File: config.mk
export PLATFORM = sky130hd
export DESIGN_NAME = product_accumulator
export DESIGN_NICKNAME = d
export VERILOG_FILES = /design/src/rtl/product_accumulator.sv
export SDC_FILE = /design/constraint.sdc
export NUM_CORES = 1
export LEC_CHECK = 0
export BUFFER_PORTS_ARGS = -buffer_cell sky130_fd_sc_hd__buf_2
export CAP_MARGIN = 20
export CORE_ASPECT_RATIO = 1.1
export CORE_UTILIZATION = 35
export CTS_CLUSTER_DIAMETER = 80
export DETAILED_ROUTE_END_ITERATION = 8
export GPL_TIMING_DRIVEN = 0
export PLACE_DENSITY = 0.56
export SLEW_MARGIN = 0
export SYNTH_ARGS = -nofsm -noshare
export SYNTH_HDL_FRONTEND = slang
export SYNTH_SLANG_ARGS = --single-unit
File: constraint.sdc
create_clock -name clk -period 3.15 [get_ports clk]
set_input_delay 0.63 -clock clk [delete_from_list [all_inputs] [get_ports clk]]
set_output_delay 0.63 -clock clk [all_outputs]
set_load 0.03 [all_outputs]
File: src/rtl/product_accumulator.sv
`default_nettype none
// ============================================================================
// Module      : product_accumulator
// Description : Accumulates NTERMS unsigned 4-bit products from the 2-bit
//               multiplier into one ACC_W-bit frame sum with a sticky
//               overflow flag. Input and output use valid/ready handshakes.
//               Optional macro ACC_SATURATE_EN: clamp the accumulator at
//               2^ACC_W-1 instead of wrapping when a frame overflows.
// Revision    : 1.0 - initial release
// ============================================================================
module product_accumulator #(
  parameter int ACC_W  = 8,   // accumulator / result width, 4..16
  parameter int NTERMS = 4    // products per frame, 1..255
) (
  input  logic             clk,
  input  logic             rst,
  input  logic             clear,
  input  logic             in_valid,
  output logic             in_ready,
  input  logic [3:0]       prod,
  output logic             out_valid,
  input  logic             out_ready,
  output logic [ACC_W-1:0] sum,
  output logic             ovf,
  output logic [7:0]       cnt
);

  localparam logic [1:0] ST_IDLE = 2'd0;
  localparam logic [1:0] ST_ACC  = 2'd1;
  localparam logic [1:0] ST_DONE = 2'd2;

  localparam logic [7:0] C_NTERMS = 8'(NTERMS);

`ifdef ACC_SATURATE_EN
  localparam logic [ACC_W-1:0] C_ACC_MAX = '1;
`endif

  logic [1:0]       state_q, state_d;
  logic [ACC_W-1:0] acc_q, acc_d;
  logic [7:0]       cnt_q, cnt_d;
  logic             ovf_q, ovf_d;
  logic             in_ready_q;
  logic             out_valid_q;

  logic             w_accept;
  logic             w_release;
  logic [ACC_W:0]   w_sum_ext;
  logic             w_carry;
  logic [ACC_W-1:0] w_acc_add;
  logic [7:0]       w_cnt_inc;

  // Handshake qualifiers and the one-bit-wider addition of the next product
  assign w_accept  = in_valid & in_ready_q;
  assign w_release = out_valid_q & out_ready;
  assign w_sum_ext = {1'b0, acc_q} + {{(ACC_W-3){1'b0}}, prod};
  assign w_carry   = w_sum_ext[ACC_W];
  assign w_cnt_inc = cnt_q + 8'd1;

`ifdef ACC_SATURATE_EN
  // Once clamped, any further add carries again, so the clamp persists
  assign w_acc_add = w_carry ? C_ACC_MAX : w_sum_ext[ACC_W-1:0];
`else
  // Wrap modulo 2^ACC_W; the carry is only recorded in ovf
  assign w_acc_add = w_sum_ext[ACC_W-1:0];
`endif

  // Next-state logic: clear beats any transfer, accepts only outside DONE
  always_comb begin
    state_d = state_q;
    acc_d   = acc_q;
    cnt_d   = cnt_q;
    ovf_d   = ovf_q;
    if (clear) begin
      state_d = ST_IDLE;
      acc_d   = '0;
      cnt_d   = '0;
      ovf_d   = 1'b0;
    end else begin
      case (state_q)
        ST_IDLE, ST_ACC: begin
          if (w_accept) begin
            acc_d   = w_acc_add;
            ovf_d   = ovf_q | w_carry;
            cnt_d   = w_cnt_inc;
            state_d = (w_cnt_inc == C_NTERMS) ? ST_DONE : ST_ACC;
          end
        end
        ST_DONE: begin
          if (w_release) begin
            state_d = ST_IDLE;
            acc_d   = '0;
            cnt_d   = '0;
            ovf_d   = 1'b0;
          end
        end
        default: begin
          state_d = ST_IDLE;
          acc_d   = '0;
          cnt_d   = '0;
          ovf_d   = 1'b0;
        end
      endcase
    end
  end

  // State registers; in_ready/out_valid are registered decodes of the next state
  always_ff @(posedge clk or posedge rst) begin
    if (rst) begin
      state_q     <= ST_IDLE;
      acc_q       <= '0;
      cnt_q       <= '0;
      ovf_q       <= 1'b0;
      in_ready_q  <= 1'b0;
      out_valid_q <= 1'b0;
    end else begin
      state_q     <= state_d;
      acc_q       <= acc_d;
      cnt_q       <= cnt_d;
      ovf_q       <= ovf_d;
      in_ready_q  <= (state_d != ST_DONE);
      out_valid_q <= (state_d == ST_DONE);
    end
  end

  assign in_ready  = in_ready_q;
  assign out_valid = out_valid_q;
  assign sum       = acc_q;
  assign ovf       = ovf_q;
  assign cnt       = cnt_q;

endmodule
`default_nettype wire
==> flow_metrics.py, run 1 <==
metrics = {
    "status": {
        "status": "finished clean",
    },
    "power_and_ir_drop": {
        "power.leakage_nw": 0.713,
        "seqPwrFrac_pct": 55.8,
        "powerDensity_nw_per_um2": 363,
        "netSwitchingPower_w": 0.000157,
        "internal_power_w": 0.000366,
        "p_total_w": 0.000523,
        "p_comb_share_pct": 19.7,
        "p_clk_share_pct": 24.5,
        "swShare_pct": 30.0,
        "vdd_drop_max_v": 0.000159,
    },
    "global_route": {
        "grt_pass1_vias": 1040,
        "grt_start_max_net_pins": 22,
        "grt_first_pass_wirelength_um": 4630,
        "overflow": 0,
        "antenna_found_initial": 0,
        "grt_use_total_pct": 16.1,
    },
    "routing": {
        "dr.pass1.iters": 4,
        "ant_nets": 0,
        "avgRoutedWirePerCell_um": 12.8,
        "drc": 0,
        "drt_wl_total_um": 2670,
        "viasPerCell": 4.97,
        "vias": 1034,
        "dr.first_iter.drc_count": 43,
    },
    "synthesis": {
        "synth_area_leader_cell": "dfrtp_1",
        "synth_ff_type": "dfrtp_1",
        "syn_inst": 129,
        "ys_seq_area_share_pct": 43.0,
        "ys_ff_latch": 21,
        "yosys-top-cells-count": "dfrtp_1 (21), nand2_1 (15), inv_1 (9), nor2_1 (9)",
        "netlist.area_leader.share_pct": 43.0,
        "synthArstFlopShare_pct": 100,
        "syn_area_per_cell_um2": 9.47,
        "syn-cell-area_um2": 1220,
        "syn-num-nets": 145,
        "synth.most_common_cell": "dfrtp_1",
        "synth_edf_count": 0,
        "yosys_warnings": 0,
        "ys_types": 41,
        "ys_top_cells_by_area": "dfrtp_1 (43%), ha_1 (6.1%), nand2_1 (4.6%), a21oi_1 (3.3%), o21ai_0 (3.3%)",
    },
    "floorplanning": {
        "initial_utilization_pct": 36.7,
        "rows": 22,
        "dieArea_um2": 3730,
        "io_pins": 28,
        "chipHeight_um": 64.0,
        "core-area_um2": 3330,
        "dieWidth_um": 58.3,
    },
    "sta": {
        "rsz0062_at_grt": "no",
        "finalCritPeriodShare_pct": 59.5,
        "worst_slack_ps": 1280,
        "hold_viol": 0,
        "drv_slew": 0,
        "setup_violations": 0,
        "maxSlewHeadroom_pct": 46.4,
        "worst_slew_pin_slew_ps": 803,
        "finClkSkew_ps": 1.53,
        "tns_ps": 0,
        "min_period_ps": 1870,
        "fmax_ghz": 0.534,
    },
    "cells_and_area": {
        "antennaDiodeCount": 0,
        "drive_above_1_share_pct": 23.8,
        "area_delta_synth_final_pct": 18.1,
        "fin_nets": 177,
    },
    "setup_path": {
        "r2r_start": "sum[0]$_DFFE_PP0P_",
        "cp_data_required_time_ps": 3340,
        "endpoint_kind": "flop",
        "cp.arrival_ps": 2060,
        "r2r-end": "sum[6]$_DFFE_PP0P_",
        "crit_type": "in -> reg",
        "ff2ff_setup_slack_ps": 1280,
        "reg2reg_depth": 8,
        "startpoint_type": "input port",
        "crit_fanout": 3,
    },
    "clocking": {
        "cts_inserted_buffers": 3,
        "post_cts_resized": 0,
        "cts-root-buf": "clkbuf_4",
        "clockBufferDepth": 2,
        "clk_pin_slew_ps": 110,
        "cts_sinks": 21,
        "clk_latency_ps": 290,
        "postCtsHoldBufs": 0,
        "cts_tree": "yes",
        "h-tree-depth": 1,
        "post_cts_buffers": 0,
    },
    "placed_design": {
        "dp_hpwl_um": 2000,
        "numPortBuffers": 27,
        "pre_cts_ws_ps": 965,
        "place_congestion": 0.815,
    },
    "run": {
        "cap_violations": 0,
    },
    "min_path": {
        "hold_path.class": "in -> async",
    },
}
[worst max path at each step]
| stage | slack (ps) | startpoint | cells after the start | endpoint |
|---|---|---|---|---|
| after floorplan | 1200 | prod[0] | 8 | sum[6]$_DFFE_PP0P_ |
| after global placement | 990 | prod[0] | 9 | sum[6]$_DFFE_PP0P_ |
| after global routing | 1150 | sum[0]$_DFFE_PP0P_ | 8 | sum[6]$_DFFE_PP0P_ |
| final | 1280 | prod[0] | 9 | sum[6]$_DFFE_PP0P_ |
| after CTS | 1290 | sum[0]$_DFFE_PP0P_ | 8 | sum[6]$_DFFE_PP0P_ |
| after detailed placement | 970 | prod[0] | 9 | sum[6]$_DFFE_PP0P_ |
[area by class of cell]
type,count,area (µm²)
plain buffers,2,15.0
repair buffers,27,135
clock buffers,4,26.3
fillers,349,1890
multi-input cells,97,647
well taps,48,60.1
flip-flops and latches,21,526
inverters,9,33.8
[through the flow]
| stage | hold WS [ps] | util (%) | instances | cell area (µm²) |
|---|---|---|---|---|
| 2_1_floorplan | 502 | - | 129 | 1220 |
| 3_3_place_gp | 483 | 42.5 | 204 | 1420 |
| 3_5_place_dp | 487 | 42.5 | 204 | 1420 |
| 4_1_cts | 494 | 43.3 | 208 | 1440 |
| 5_1_grt | 527 | 43.3 | 208 | 1440 |
| 6_report | 466 | 43.3 | 208 | 1440 |
[logic make-up after synthesis]
family                   share of synthesized area, %
flip-flops                                       43.0
adder cells (fa/ha/maj)                          7.79
buffers and inverters                            4.00
AO/OA/AOI/OAI                                    22.1
XOR/XNOR                                         3.59
AND/OR/NAND/NOR                                  19.5
[metal layers]
metal / wire [µm] / track usage (%)
met1: 1270 / 20.4
met2: 1290 / 27.4
met3: 83 / 2.43
met4: 31 / 5.36
met5: 0 / 0
[power by group through the flow]
stage          Combinational, W  Sequential [W]  Clock [W]
2_1_floorplan         0.0000546        0.000315          0
3_3_place_gp           0.000102        0.000296          0
3_5_place_dp           0.000105        0.000297          0
4_1_cts                0.000105        0.000292   0.000138
5_1_grt                0.000116        0.000294   0.000145
6_report               0.000103        0.000292   0.000128
[flip-flops by register name, summed over array words and instances, names as in the netlist]
| register | cells |
|---|---|
| sum | 8 |
| cnt | 8 |
| out_valid | 1 |
| in_ready | 1 |
| ovf | 1 |
| state_q | 2 |
[critical path, cell delays in order]
cell and delay (ps):
buf_2 80, ha_1 180, inv_1 60, fa_1 400
nor2b_1 120, o21ai_0 110, a21boi_1 270, nand2b_1 140
a31oi_1 70
[layout by cell type (no fill, tap or decap), drive strengths merged]
cell type,n
and2,2
a21oi,8
o22ai,4
a31oi,1
clkbuf,5
nor2b,3
ha,6
o21ai,12
a211oi,3
a21boi,1
nand4,1
and3b,1
o2111ai,1
nand3,2
fa,1
nand2b,1
or3b,1
and4,1
o41ai,1
nor2,9
nand2,15
nor3b,2
nor3,2
a22o,2
inv,9
buf,28
o31ai,1
o211ai,2
xor2,3
dfrtp,21
xnor2,2
a21o,4
and3,3
and2b,1
a41oi,1
Note: power is estimated with default switching activity, not from simulation.
==> run 2: changes to the inputs <==
==> constraint.sdc (replaced) <==
create_clock -name clk -period 1.8 [get_ports clk]
set_input_delay 0.36 -clock clk [delete_from_list [all_inputs] [get_ports clk]]
set_output_delay 0.36 -clock clk [all_outputs]
set_load 0.03 [all_outputs]
==> run 2 against run 1 <==
Net effect: critical endpoint is now state_q[1]$_DFF_PP0_; first-iteration DRC count is 49% lower; routed wire length is 2.7% higher; highest routed layer unchanged; combinational power is 83% higher.
==> flow_metrics.py, run 2 (synthesized netlist as in run 1, its figures left out) <==
metrics = {
    "status": {
        "status": "finished clean",
    },
    "sta": {
        "hold_slack_ps": 194,
        "finClkSkew_ps": 1.98,
        "setup_violations": 0,
        "fmax_ghz": 0.594,
        "maxSlewHeadroom_pct": 45.6,
        "min_period_ps": 1680,
        "drv_slew": 0,
        "worst_slew_pin_slew_ps": 816,
        "hold_viol": 0,
        "finalCritPeriodShare_pct": 93.5,
    },
    "global_route": {
        "grt_use_total_pct": 16.6,
        "overflow": 0,
        "grt_pass1_vias": 1060,
        "grt_start_max_net_pins": 22,
        "grt_first_pass_wirelength_um": 4770,
        "antenna_found_initial": 0,
    },
    "placed_design": {
        "postPlaceCellArea_um2": 1420,
        "dp_hpwl_um": 1990,
        "place_congestion": 0.809,
        "dp.cells": 204,
        "numPortBuffers": 27,
    },
    "clocking": {
        "clk_pin_slew_ps": 120,
        "cts-root-buf": "clkbuf_4",
        "cts_inserted_buffers": 3,
        "cts_tree": "yes",
        "cts_sinks": 21,
        "clk_latency_ps": 300,
        "h-tree-depth": 1,
        "clockBufferDepth": 2,
    },
    "setup_path": {
        "crit_fanout": 8,
        "endpoint_kind": "flop",
        "cp_data_required_time_ps": 2010,
        "crit_type": "reg -> reg",
        "startpoint_type": "flop",
        "cp.arrival_ps": 1890,
    },
    "cells_and_area": {
        "area_delta_synth_final_pct": 19.9,
        "layout_commonest_cell": "buf_2",
        "fin_nets": 178,
        "postLayoutCellArea_um2": 1460,
        "final_cells": 209,
        "drive_above_1_share_pct": 28.0,
        "n_fill_cell": 346,
        "antennaDiodeCount": 0,
        "final_cell_mix": "buf_2 (27), dfrtp_1 (19), nand2_1 (15)",
    },
    "power_and_ir_drop": {
        "swShare_pct": 30.8,
        "internal_power_w": 0.000646,
        "vdd_drop_max_v": 0.000236,
        "seqPwrFrac_pct": 54.8,
        "p_comb_share_pct": 20.2,
        "power.leakage_nw": 0.711,
        "netSwitchingPower_w": 0.000287,
        "p_clk_share_pct": 25.0,
        "powerDensity_nw_per_um2": 637,
        "p_total_w": 0.000933,
    },
    "routing": {
        "ant_nets": 0,
        "dr.first_iter.drc_count": 22,
        "vias": 1053,
        "viasPerCell": 5.04,
        "avgRoutedWirePerCell_um": 13.1,
        "dr.pass1.iters": 4,
        "drc": 0,
        "drt_wl_total_um": 2740,
    },
    "run": {
        "cap_violations": 0,
    },
    "floorplanning": {
        "chipHeight_um": 64.0,
        "io_pins": 28,
        "core-area_um2": 3330,
        "initial_utilization_pct": 36.7,
        "dieArea_um2": 3730,
        "rows": 22,
        "dieWidth_um": 58.3,
    },
    "min_path": {
        "hold_path.class": "in -> async",
    },
}
==> run 2: layout make-up <==
cell class | instances | area [µm²] | area share [%]
Timing Repair Buffer | 28 | 143 | 9.74
Tap cell | 48 | 60.1 | 4.10
Clock buffer | 4 | 26.3 | 1.79
Inverter | 9 | 33.8 | 2.31
Multi-Input combinational cell | 97 | 658 | 45.0
Buffer | 2 | 15.0 | 1.03
Sequential cell | 21 | 528 | 36.1
==> run 2: worst paths after layout <==
kind / startpoint / to / slack, ps / cells after the start
worst max-delay path: cnt[0]$_DFFE_PP0P_ / state_q[1]$_DFF_PP0_ / 120 / 6
worst min-delay path: rst / cnt[0]$_DFFE_PP0P_ / 190 / 2
worst max register to register: cnt[0]$_DFFE_PP0P_ / state_q[1]$_DFF_PP0_ / 120 / 6
worst min register to register: ovf$_DFFE_PP0P_ / ovf$_DFFE_PP0P_ / 520 / 2
max in group asynchronous: rst / sum[0]$_DFFE_PP0P_ / 1050 / 2
min in group clk: clear / in_ready$_DFF_PP0_ / 430 / 3
==> run 2: power by group through the flow <==
stage	clock, W	sequential [W]	combinational, W
floorplan	0	0.000551	0.0000956
global placement	0	0.000519	0.000179
detailed placement	0	0.000520	0.000183
CTS	0.000245	0.000511	0.000188
global route	0.000263	0.000515	0.000210
finish	0.000233	0.000511	0.000189
==> run 2: what timing repair did <==
action | CTS | global route
hold buffers | 0 | 0
setup buffers | 1 | 0
pin swaps | 1 | 1
gates resized for setup | 2 | 4
setup endpoints to repair | 2 | 5
==> run 2: metal layers <==
layer  vias up  GRT usage (%)  wire, µm
met5         -              0         0
met4         0           5.95        13
met3         2           2.43        84
met2        20           28.0      1380
met1       505           21.4      1260
li1        526              -         -
==> run 2: stage by stage <==
step	setup slack [ps]	TNS, ps	util [%]
after global routing	-9.19	-9.19	44.0
final	117	0	44.0
after global placement	-70.6	-115	42.6
after floorplan	7.07	0	-
after detailed placement	-97.3	-205	42.6
after CTS	14.2	0	43.7
==> run 2: critical path, stage by stage (launching register included) <==
cell and delay (ps):
dfrtp_2 480, ha_2 240, and3_1 150, o2111ai_1 230, o41ai_2 110, and3_4 200
a21o_1 180
==> run 3: changes to the inputs <==
--- a/config.mk
+++ b/config.mk
@@ -8,11 +8,14 @@
 export BUFFER_PORTS_ARGS = -buffer_cell sky130_fd_sc_hd__buf_2
 export CAP_MARGIN = 20
 export CORE_ASPECT_RATIO = 1.1
+export CORE_MARGIN = 4
 export CORE_UTILIZATION = 35
+export CTS_BUF_LIST = sky130_fd_sc_hd__clkbuf_4 sky130_fd_sc_hd__clkbuf_8
 export CTS_CLUSTER_DIAMETER = 80
 export DETAILED_ROUTE_END_ITERATION = 8
 export GPL_TIMING_DRIVEN = 0
 export PLACE_DENSITY = 0.56
+export REMOVE_ABC_BUFFERS = 1
 export SLEW_MARGIN = 0
 export SYNTH_ARGS = -nofsm -noshare
 export SYNTH_HDL_FRONTEND = slang
==> run 3 against run 2 <==
Net effect: first-iteration DRC count grew to 3.1 times the previous value; sequential power hardly changed; final cell count up 1.9%; register-to-register slack got worse by 20 ps; combinational power up 7%; sequential share of layout area fell by 1.5 points; non-clock buffer count rose by 4; power grew 1.4%; core utilization increased by 1.3 points; critical endpoint unchanged; largest cell class unchanged; highest routed layer unchanged.
==> flow_metrics.py, run 3 (synthesized netlist as in run 1, its figures left out) <==
metrics = {
    "sta": {
        "hold_viol": 0,
        "finalCritPeriodShare_pct": 94.6,
        "worst_slack_ps": 97.9,
        "finClkSkew_ps": 8.93,
        "min_period_ps": 1700,
        "setup_violations": 0,
        "worst_slew_pin_slew_ps": 837,
        "hold_slack_ps": 197,
        "maxSlewHeadroom_pct": 44.1,
        "fmax_ghz": 0.588,
        "drv_slew": 0,
    },
    "routing": {
        "dr.first_iter.drc_count": 69,
        "dr.pass1.iters": 4,
        "avgRoutedWirePerCell_um": 13.0,
        "viasPerCell": 4.85,
        "drt_wl_total_um": 2770,
        "ant_nets": 0,
        "vias": 1034,
        "drc": 0,
    },
    "cells_and_area": {
        "final_cell_mix": "buf_2 (27), dfrtp_1 (21), nand2_1 (15)",
        "n_fill_cell": 353,
        "final-seq-area_um2": 526,
        "antennaDiodeCount": 0,
        "multi_input_area_um2": 684,
        "fin_nets": 182,
        "layout_commonest_cell": "buf_2",
        "drive_above_1_share_pct": 32.1,
        "area_delta_synth_final_pct": 24.4,
        "final_cells": 213,
    },
    "clocking": {
        "postCtsHoldBufs": 0,
        "cts_sinks": 21,
        "cts_inserted_buffers": 3,
        "cts-root-buf": "clkbuf_4",
        "h-tree-depth": 1,
        "clk_pin_slew_ps": 120,
        "clk_latency_ps": 310,
        "clockBufferDepth": 2,
        "cts_tree": "yes",
    },
    "global_route": {
        "grtUsageMet1_pct": 18.2,
        "use_met3_pct": 4.18,
        "overflow": 0,
        "grt_start_max_net_pins": 22,
        "grt_pass1_vias": 1007,
        "grt_first_pass_wirelength_um": 4710,
        "grt_util_met2_pct": 19.8,
        "grt_use_total_pct": 13.0,
        "antenna_found_initial": 0,
        "grt.busiest_layer": "met2",
    },
    "placed_design": {
        "place_congestion": 0.776,
        "numPortBuffers": 27,
        "pre_cts_ws_ps": -184,
        "dp_hpwl_um": 1950,
        "dp.cells": 202,
    },
    "setup_path": {
        "cp_data_required_time_ps": 2020,
        "crit_fanout": 8,
        "startpoint_type": "flop",
        "ff2ff_setup_slack_ps": 100,
        "endpoint_kind": "flop",
        "crit_type": "reg -> reg",
        "cp.arrival_ps": 1920,
    },
    "run": {
        "cap_violations": 0,
    },
    "floorplanning": {
        "initial_utilization_pct": 36.4,
        "core-area_um2": 3360,
        "chipHeight_um": 70.0,
        "rows": 22,
        "dieArea_um2": 4500,
        "dieWidth_um": 64.3,
        "io_pins": 28,
    },
    "status": {
        "status": "finished clean",
    },
    "power_and_ir_drop": {
        "p_total_w": 0.000946,
        "power.leakage_nw": 0.745,
        "powerDensity_nw_per_um2": 623,
        "vdd_drop_max_v": 0.000337,
    },
    "min_path": {
        "hold_path.class": "in -> async",
    },
}
==> run 3: changes by cell type in the layout (fill, tap and decap cells not counted), sizes merged <==
cell    delta
buf        +5
clkinv     +1
clkbuf     -2
==> run 3: power by group <==
group | total [W] | switching (W) | internal, W
clock network | 0.000233 | 0.000150 | 0.0000831
logic | 0.000203 | 0.000124 | 0.0000792
registers | 0.000510 | 0.0000201 | 0.000490
==> run 3: layout make-up <==
type,count,share of cell area [%]
Multi-Input combinational cell,97,45.1
Sequential cell,21,34.6
Timing Repair Buffer,34,12.4
Tap cell,48,3.95
Inverter,9,2.22
Clock buffer,3,1.48
Clock inverter,1,0.329
==> run 3: final timing paths <==
check,from,endpoint,cells after the start
setup reg to reg,cnt[0]$_DFFE_PP0P_,state_q[1]$_DFF_PP0_,6
min in group clk,prod[0],sum[0]$_DFFE_PP0P_,3
hold reg to reg,ovf$_DFFE_PP0P_,ovf$_DFFE_PP0P_,2
hold / removal,rst,cnt[6]$_DFFE_PP0P_,2
max in group asynchronous,rst,cnt[2]$_DFFE_PP0P_,2
setup / recovery,cnt[0]$_DFFE_PP0P_,state_q[1]$_DFF_PP0_,6
==> run 3: worst max-delay path, cell delays in order (launching register included) <==
cell       delay (ps)
dfrtp_1           480
ha_2              260
and3_1            150
o2111ai_1         230
o41ai_2           120
and3_4            210
a21o_1            170
==> run 3: per-layer routing <==
metal	up-vias	wire, µm
li1	533	-
met1	470	1320
met2	29	1270
met3	2	176
met4	0	9
met5	-	0
==> run 3: through the flow <==
stage	instance area (µm²)	TNS [ps]	util (%)
floorplan	1210	-229	-
global placement	1400	-837	41.7
detailed placement	1400	-1230	41.7
CTS	1450	0	43.2
global route	1520	-17.7	45.2
finish	1520	0	45.2
==> run 3: what timing repair did <==
item                       4_1_cts  5_1_grt
setup endpoints to repair        9       10
gates resized for setup          4        7
pin swaps                        1        4
buffers inserted                 1        6
